**src/rtl/mem_port_arbiter.sv**
```systemverilog
// -----------------------------------------------------------------------------
// mem_port_arbiter
//
// Shares one single-ported unified memory between the instruction-fetch (IF)
// and data-memory (DM) pipeline stages. Each access runs IDLE -> ACCESS
// (MEM_LATENCY cycles with the memory port held stable) -> RESP (one-cycle
// ack). DM wins simultaneous requests unless IF has been passed over
// STARVE_LIMIT times in a row, in which case IF is forced through.
//
// Ports:
//   clk, reset            clock and synchronous active-high reset
//   if_req/if_addr        IF request (level, held until if_ack) and address
//   if_ack/if_rdata       IF one-cycle ack pulse and fetched data
//   dm_req/dm_we/dm_addr/dm_wdata
//                         DM request (level, held until dm_ack), direction,
//                         address and write data
//   dm_ack/dm_rdata       DM one-cycle ack pulse and read data (0 on writes)
//   mem_en/mem_we/mem_addr/mem_wdata
//                         registered memory port, stable through ACCESS
//   mem_rdata             memory read data, sampled at the end of ACCESS
//   stall_if/stall_dm     request pending and not yet acked (combinational)
//   busy                  arbiter is not IDLE
// -----------------------------------------------------------------------------
module mem_port_arbiter #(
   parameter int ADDR_W       = 64,
   parameter int DATA_W       = 64,
   parameter int MEM_LATENCY  = 2,
   parameter int STARVE_LIMIT = 4
) (
   input  logic              clk,
   input  logic              reset,
   input  logic              if_req,
   input  logic [ADDR_W-1:0] if_addr,
   output logic              if_ack,
   output logic [DATA_W-1:0] if_rdata,
   input  logic              dm_req,
   input  logic              dm_we,
   input  logic [ADDR_W-1:0] dm_addr,
   input  logic [DATA_W-1:0] dm_wdata,
   output logic              dm_ack,
   output logic [DATA_W-1:0] dm_rdata,
   output logic              mem_en,
   output logic              mem_we,
   output logic [ADDR_W-1:0] mem_addr,
   output logic [DATA_W-1:0] mem_wdata,
   input  logic [DATA_W-1:0] mem_rdata,
   output logic              stall_if,
   output logic              stall_dm,
   output logic              busy
);

   localparam int LAT_W = $clog2(MEM_LATENCY + 1);
   localparam int STV_W = (STARVE_LIMIT < 1) ? 1 : $clog2(STARVE_LIMIT + 1);
   localparam logic [LAT_W-1:0] LAT_LAST = LAT_W'(MEM_LATENCY);
   localparam logic [STV_W-1:0] STV_MAX  = STV_W'(STARVE_LIMIT);

   typedef enum logic [1:0] {
      IDLE,
      ACCESS,
      RESP
   } state_t;

   state_t           state_reg;
   logic [LAT_W-1:0] lat_cnt_reg;
   logic [STV_W-1:0] starve_cnt_reg;
   logic             owner_dm_reg;

   // IF is forced only when both request and IF has lost STARVE_LIMIT
   // consecutive arbitrations; a zero limit disables forcing entirely.
   logic force_if;
   logic grant_dm;

   assign force_if = (STARVE_LIMIT != 0) && (starve_cnt_reg >= STV_MAX);
   assign grant_dm = dm_req && !(if_req && force_if);

   always_ff @(posedge clk) begin
      if (reset) begin
         state_reg      <= IDLE;
         lat_cnt_reg    <= '0;
         starve_cnt_reg <= '0;
         owner_dm_reg   <= 1'b0;
         if_ack         <= 1'b0;
         dm_ack         <= 1'b0;
         if_rdata       <= '0;
         dm_rdata       <= '0;
         mem_en         <= 1'b0;
         mem_we         <= 1'b0;
         mem_addr       <= '0;
         mem_wdata      <= '0;
      end else begin
         // Acks are single-cycle pulses; only the ACCESS->RESP edge raises one.
         if_ack <= 1'b0;
         dm_ack <= 1'b0;

         case (state_reg)
            IDLE: begin
               if (if_req || dm_req) begin
                  state_reg   <= ACCESS;
                  lat_cnt_reg <= LAT_W'(1);
                  mem_en      <= 1'b1;
                  if (grant_dm) begin
                     owner_dm_reg <= 1'b1;
                     mem_we       <= dm_we;
                     mem_addr     <= dm_addr;
                     mem_wdata    <= dm_wdata;
                     // Count only grants that actually passed IF over.
                     if (if_req && (starve_cnt_reg < STV_MAX))
                        starve_cnt_reg <= starve_cnt_reg + 1'b1;
                  end else begin
                     owner_dm_reg   <= 1'b0;
                     mem_we         <= 1'b0;
                     mem_addr       <= if_addr;
                     mem_wdata      <= '0;
                     starve_cnt_reg <= '0;
                  end
               end
            end

            ACCESS: begin
               if (lat_cnt_reg == LAT_LAST) begin
                  state_reg   <= RESP;
                  lat_cnt_reg <= '0;
                  mem_en      <= 1'b0;
                  mem_we      <= 1'b0;
                  if (owner_dm_reg) begin
                     dm_ack   <= 1'b1;
                     // mem_we still holds the latched direction this cycle.
                     dm_rdata <= mem_we ? '0 : mem_rdata;
                  end else begin
                     if_ack   <= 1'b1;
                     if_rdata <= mem_rdata;
                  end
               end else begin
                  lat_cnt_reg <= lat_cnt_reg + 1'b1;
               end
            end

            // No arbitration here: the just-acked requester may still hold
            // req this cycle and must not be granted a second access.
            RESP: begin
               state_reg <= IDLE;
            end

            default: begin
               state_reg <= IDLE;
            end
         endcase
      end
   end

   assign stall_if = if_req & ~if_ack;
   assign stall_dm = dm_req & ~dm_ack;
   assign busy     = (state_reg != IDLE);

endmodule

```
**config.mk**
```make
export PLATFORM = sky130hd
export DESIGN_NAME = mem_port_arbiter
export DESIGN_NICKNAME = d
export VERILOG_FILES = /design/src/rtl/mem_port_arbiter.sv
export SDC_FILE = /design/constraint.sdc
export NUM_CORES = 1
export LEC_CHECK = 0
export BUFFER_PORTS_ARGS = -buffer_cell sky130_fd_sc_hd__buf_4
export CORE_AREA = 2 2 205 207
export DETAILED_ROUTE_END_ITERATION = 6
export DIE_AREA = 0 0 207 209
export PLACE_DENSITY = 0.49
export SLEW_MARGIN = 30
export SYNTH_ARGS = -nofsm -noshare
export SYNTH_HDL_FRONTEND = slang
export SYNTH_SLANG_ARGS = --single-unit
export TNS_END_PERCENT = 30
```
**constraint.sdc**
```tcl
create_clock -name clk -period 1.95 [get_ports clk]
set_clock_uncertainty 0.2 [all_clocks]
set_input_delay 0.0975 -clock clk [delete_from_list [all_inputs] [get_ports clk]]
set_output_delay 0.0975 -clock clk [all_outputs]
set_load 0.01 [all_outputs]
```
==> results of run 1 <==
==> Yosys cell counts, drive strengths merged <==
library cell,count
a21bo,1
a21boi,1
a21oi,199
a22o,64
a311oi,64
a31oi,1
and4bb,1
buf,71
clkbuf,64
dfxtp,268
ha,1
inv,4
nand2,133
nand2b,1
nand3,66
nand4,1
nand4b,64
nand4bb,1
nor2,5
nor2b,3
nor3,3
o2111ai,1
o211ai,1
o21ai,132
o311a,1
o31ai,1
or2,1
or3,1
or3b,1
==> timing repair <==
action,in CTS,in global routing
setup buffers,0,0
endpoints found under the setup margin,0,45
resized for setup,0,0
endpoints found under the hold margin,266,0
hold buffers,261,0
==> cell families after synthesis <==
family          Yosys count
simple gates            281
flops                   268
compound gates          466
fa+ha+maj                 1
buf+inv                 139
==> tightest hold or removal path, delay by kind of cell <==
kind / cells / cell delay (ns)
compound gates: 1 / 0.11
buf+inv: 2 / 0.62
==> per-stage QoR <==
stage                     hold slack [ns]  utilization [%]
after floorplan                    0.0301                -
after global placement              0.113             36.0
after detailed placement            0.119             36.0
after CTS                          0.0673             44.9
after global routing               0.0880             44.8
final                               0.104             44.8
==> power by group <==
part	internal [mW]	switching [mW]
sequential	5.73	0.167
combinational	1.33	1.18
clock	3.65	2.36
==> area by class of cell <==
class | count | area [um^2]
clock buffer | 45 | 928
multi-input combinational | 748 | 4420
timing repair buffer | 817 | 6990
sequential | 268 | 5370
fill | 4006 | 22800
clock inverter | 9 | 120
inverter | 4 | 17.5
antenna | 1 | 2.50
tap | 539 | 674
==> metal layers <==
metal	wire length [um]	share of wire [%]	track usage (%)
met1	19400	42	25.1
met2	22500	49	33.9
met3	2870	6.2	4.36
met4	1410	3.0	6.97
met5	0	0	0
==> worst min path at each step <==
stage | start | end | cells after the start
floorplan | dm_wdata[10] | mem_wdata[10] | 1
global placement | dm_wdata[40] | mem_wdata[40] | 2
detailed placement | dm_wdata[60] | mem_wdata[60] | 2
CTS | dm_wdata[0] | mem_wdata[0] | 3
global route | dm_wdata[52] | mem_wdata[52] | 3
finish | dm_wdata[12] | mem_wdata[12] | 3
==> summary.md, run 1 <==
| Metric | Value |
|---|---|
| Tot Pwr | `about 14 mW` |
| Starting Density | `about a quarter` |
| Synth Area in Compound Gates | `between 20% and 30%` |
| Post-Syn Area | `0.0104 mm^2` |
| CTS tree | `done` |
| Die width | `slightly above 200 um` |
| Synth Warn # | `0` |
| Setup crit end | `mem_addr[24]` |
| Reg clk slew, reported paths | `0.06 ns` |
| Core area | `~0.041 mm^2` |
| Worst path max stage delay | `around 0.40 ns` |
| Cell family with most CP delay | `compound AO/OA/AOI/OAI gates` |
| Average cell area after synthesis | `between 8 and 9 um^2` |
| WP data required | `around 2.2 ns` |
| # IOs | `roughly 520` |
| Final nets | `between 2000 and 2500` |
| WP depth | `4` |
| Synth top area share | `between 50% and 60%` |
| XOR/XNOR share of the synthesized area | `0%` |
| H-tree levels | `1` |
| Hold WC Path Type | `in2reg` |
| Worst-Margin Slew | `0.624 ns` |
| Syn Inst Count | `~1200` |
| I/O Buffers | `between 500 and 600` |
| Setup Crit Path Kind | `reg2reg` |
| Adder-cell share of the synthesized area | `0.121%` |
| Most common cell after layout, fill and taps aside | `buf_4` |
| Crit path cell chain | `a21bo_2 -> buf_4 -> nand2_1 -> a311oi_1` |
| Buffer levels on the longest clock path | `3` |
| Post-synth cell types | `37` |
| Final ANT Viol Nets | `0` |
| Max VDD drop | `between 400 and 500 uV` |
| Startpoint class of the critical path | `flip-flop` |
| Die Height | `between 200 and 250 um` |
| Placed Area | `roughly 0.015 mm^2` |
| Tcrit/Tclk final | `91.5%` |
| Crit Path Max Fanout | `29` |
| Fmax | `~560 MHz` |
| Post-synthesis simple-gate area fraction | `approximately 15%` |
| Clk_lat worst skew | `around 0.56 ns` |
| Kind of end point of the critical path | `flip-flop` |
| Max cap viols | `0` |
| Wire per inst | `~19 um` |
| WP buf/inv | `1` |
| First-pass GRT wire length | `between 70 and 80 mm` |
| Top cell type by total area after synthesis | `dfxtp_1` |
| Share of layout cells above drive strength 1 | `around a third` |
| Slowest-stage cell, CP | `dfxtp_1` |
| Top cells by area, synth | `dfxtp_1 (52%), a21oi_1 (9.5%), a22o_1 (5.4%)` |
| Worst flop-to-flop path endpoint | `mem_addr[24]` |
| Row Count | `75` |
| Worst R2R Setup Slack | `0.17 ns` |
| Reg2Reg Launch Point | `starve_cnt_reg[2]` |
| Final instance area | `between 0.015 and 0.02 mm^2` |
| Slew headroom | `about three fifths` |
| Post-synthesis mux area share | `0%` |
| Setup WS pre-CTS | `approximately 0.26 ns` |
| Overall Global Routing Usage | `approximately a fifth` |
| RD Place Congestion | `around 0.81` |
| Combinational family with the most area after synthesis | `compound AO/OA/AOI/OAI gates` |
| Gr ovfl total | `0` |
| Initial antenna violation count | `1` |
| Leakage | `between 7 and 8 nW` |
| Synth-to-layout area growth | `78.4%` |
| Critical Path AT | `2.03 ns` |
| First-pass iteration count of the detailed router | `5` |
| Initial DRC count | `between 700 and 800` |
| Post-route setup TNS | `0 ns` |
| R2R depth | `4` |
| Post-route minimum period | `about 1.8 ns` |
| Via Count | `approximately 12000` |
| Count of pins over their slew limit | `0` |
| Total Wirelength | `around 46 mm` |
| Pin count of the biggest net entering global routing | `89` |
| CTS root buf | `clkbuf_16` |
| Outcome | `finished clean` |
| Most frequent cells in the layout | `buf_4 (540), dfxtp_1 (266), dlygate4sd3_1 (260)` |
| DP Cell Count | `between 2000 and 2500` |
| Seq cells post-synth | `268` |
| Detailed Place HPWL | `30.5 mm` |
| Via density | `just under 5` |
| Number of global-route vias before repair | `~12000` |
| Setup violations, final | `0` |
| Drt drc | `0` |
| Finished Layout Cells | `approximately 2400` |
| RSZ-0062 raised after global routing | `no` |
| Post-synthesis sequential area ratio | `between 50% and 60%` |
| DIE AREA | `0.0433 mm^2` |
| Final Hold Fails | `0` |
| Power Dens Cells | `~780 mW/mm^2` |
| Crit path launch | `starve_cnt_reg[2]` |
| Num CTS Buffers | `31` |
| Setup WS post-layout | `roughly 0.17 ns` |
| Sink Count | `268` |
| Syn Nets | `1417` |
Note: power is estimated with default switching activity, not from simulation.
==> run 2, diff against run 1 <==
ABC_AREA = 1   (was unset)
CORE_AREA = 2 2 207 209   (was 2 2 205 207)
DIE_AREA = 0 0 209 211   (was 0 0 207 209)
PLACE_DENSITY = 0.5   (was 0.49)
TNS_END_PERCENT = unset   (was 30)
==> run 2 against run 1 <==
Setup slack worse by 0.14 ns. Global-route usage rose by 0.66 points. Synthesized area increased by 9.6%. Wire length up 5.3%. Power increased by 5.9%. Clock power up 9.0%. Sequential share of layout area down 2.2 points. Core utilization rose by 3.2 points. Sequential cell count unchanged. Design area increased by 8.3%. Critical endpoint is now mem_addr[0].
==> summary.md, run 2 <==
| Metric | Value |
|---|---|
| Outcome | `finished clean` |
| Max VDD drop | `approximately 570 uV` |
| Post-synth EDFFs | `0` |
| Syn Nets | `between 1500 and 2000` |
| Critical Path AT | `around 2.1 ns` |
| Switch Pwr | `4.03 mW` |
| CTS tree | `done` |
| Setup WS pre-CTS | `between 0.2 and 0.25 ns` |
| Num CTS Buffers | `34` |
| Finished Core Util | `48.0%` |
| Overall Global Routing Usage | `about a fifth` |
| Via density | `4.55` |
| Worst-Margin Slew | `a little under 0.9 ns` |
| Commonest cells in the netlist | `nand2_1 (467), nor2_1 (270), dfxtp_1 (268)` |
| Synth Flop Type | `dfxtp_1` |
| Gr ovfl total | `0` |
| Syn Inst Count | `1684` |
| Initial DRC count | `around 850` |
| Synth top area share | `approximately 47%` |
| Leakage | `around 10 nW` |
| Slew headroom | `approximately 42%` |
| Detailed Place HPWL | `about 32 mm` |
| DIE AREA | `between 0.04 and 0.05 mm^2` |
| Average cell area after synthesis | `approximately 6.8 um^2` |
| Synth-to-layout area growth | `76.3%` |
| Most instantiated library cell after synthesis | `nand2_1` |
| Post-synthesis sequential area ratio | `between 40% and 50%` |
| RD Place Congestion | `between 0.8 and 0.9` |
| Placed Area | `0.0160 mm^2` |
| Most common cell after layout, fill and taps aside | `buf_4` |
| Power Dens Cells | `~760 mW/mm^2` |
| Finished Layout Cells | `2990` |
| N_diodes | `0` |
| Via Count | `13600` |
| RSZ-0062 raised after global routing | `yes` |
| Fmax | `~520 MHz` |
| Top cell type by total area after synthesis | `dfxtp_1` |
| Worst R2R Setup Slack | `around 0.028 ns` |
| Most frequent cells in the layout | `buf_4 (550), nand2_1 (465), nor2_1 (270)` |
| Post-route minimum period | `approximately 1.9 ns` |
| First-pass GRT wire length | `about 73 mm` |
| I/O Buffers | `approximately 520` |
| Number of global-route vias before repair | `between 10000 and 15000` |
| Synth Warn # | `0` |
| Core area | `0.0418 mm^2` |
| Worst path max stage delay | `approximately 0.54 ns` |
| Fill count | `a little over 4000` |
| H-tree levels | `2` |
| Comb power frac | `18.5%` |
| Wire per inst | `~16 um` |
| Seq cells post-synth | `~270` |
| First-pass iteration count of the detailed router | `7` |
| Setup WS post-layout | `about 0.028 ns` |
| Count of pins over their slew limit | `0` |
| Final Hold Fails | `0` |
| Die Height | `between 200 and 250 um` |
| Initial antenna violation count | `2` |
| # IOs | `approximately 520` |
| Post-Syn Area | `between 0.01 and 0.015 mm^2` |
| Kind of end point of the critical path | `flip-flop` |
| DP Cell Count | `approximately 2700` |
| Crit Path Max Fanout | `14` |
| Starting Density | `between 20% and 30%` |
| Ys async rst share | `0%` |
| Clock share of power | `42.9%` |
| Total Wirelength | `around 50 mm` |
| Startpoint class of the critical path | `flip-flop` |
| Row Count | `75` |
| Setup Crit Path Kind | `reg2reg` |
| Setup violations, final | `0` |
| Sw Share | `a little over a quarter` |
| Hold WC Path Type | `in2reg` |
| Top cells by area, synth | `dfxtp_1 (47%), nand2_1 (15%), nand3_1 (12%)` |
| Tcrit/Tclk final | `98.6%` |
| Sink Count | `approximately 270` |
| Sequential power share | `38.6%` |
| Final instance area | `0.0201 mm^2` |
| Post-synth cell types | `20` |
| Die width | `209 um` |
| Crit path cell chain | `nand2_8 -> nand2_8 -> clkbuf_16 -> nand2_1 -> nand2_1 -> dlygate4sd3_1 -> nor2_1 -> nor2_1` |
| Slowest-stage cell, CP | `dlygate4sd3_1` |
| Final nets | `roughly 2700` |
| Clk_lat worst skew | `approximately 0.53 ns` |
| Reg clk slew, reported paths | `roughly 0.06 ns` |
| Internal | `around 11 mW` |
| Share of layout cells above drive strength 1 | `between 20% and 30%` |
| CTS root buf | `clkbuf_16` |
| Final ANT Viol Nets | `0` |
| Buffer levels on the longest clock path | `3` |
| Drt drc | `0` |
| WP data required | `about 2.2 ns` |
| Max cap viols | `0` |
| Pin count of the biggest net entering global routing | `74` |
run 2: metrics by stage:
| step | TNS [ns] | power, mW | hold WS, ns |
|---|---|---|---|
| CTS | 0 | 15.4 | 0.131 |
| detailed placement | 0 | 8.33 | 0.149 |
| global placement | 0 | 8.32 | 0.142 |
| finish | 0 | 15.3 | 0.156 |
| floorplan | 0 | 7.09 | 0.0457 |
| global route | -0.232 | 16.0 | 0.156 |
run 2: repair_timing:
action                                  4_1_cts  5_1_grt
endpoints found under the setup margin        0       42
hold buffers                                261        1
endpoints found under the hold margin       261        1
resized for setup                             0        6
setup buffers                                 0        9
run 2: path summary, 6_finish.rpt:
check | endpoint | cells past startpoint | startpoint
worst max register to register | mem_addr[0] | 8 | starve_cnt_reg[2]
worst max-delay path | mem_addr[0] | 8 | starve_cnt_reg[2]
worst min register to register | mem_wdata[5] | 2 | mem_wdata[5]
worst min-delay path | dm_rdata[48] | 4 | mem_rdata[48]
run 2: worst max-delay path: cells and delay by family, from the launching register on:
family	cells	cell delay, ns
flops	1	0.35
simple gates	6	0.49
buf+inv	2	0.74
run 2: cell families (layout without fill, tap and decap cells):
family | after synthesis | after routing | synth area share, %
AOI/OAI and AO/OA | 73 | 73 | 3.21
and+or+nand+nor | 1069 | 1069 | 39.8
buffers and inverters | 273 | 1040 | 9.77
adders and majority gates | 1 | 1 | 0.110
DFF | 268 | 268 | 47.2
run 2: layout make-up:
class / count / area [um^2] / share of cell area, %
Clock inverter: 10 / 133 / 0.661
Multi-Input combinational cell: 1143 / 4970 / 24.8
Tap cell: 539 / 674 / 3.36
Clock buffer: 48 / 1030 / 5.12
Timing Repair Buffer: 840 / 7340 / 36.6
Sequential cell: 268 / 5370 / 26.8
Inverter: 142 / 541 / 2.70
run 2: power by group through the flow:
stage	logic (mW)	clock network (mW)	registers (mW)
2_1_floorplan	0.988	0	6.10
3_3_place_gp	2.32	0	6.00
3_5_place_dp	2.33	0	6.01
4_1_cts	2.78	6.74	5.89
5_1_grt	3.10	6.96	5.92
6_report	2.83	6.55	5.89
run 2: metal layers:
metal  GRT usage, %  vias up  share of wire [%]
met5              0        -              0.051
met4           9.95        4                4.2
met3           5.69      105                7.8
met2           34.5      537                 46
met1           24.5     6168                 42
li1               -     6802                  -
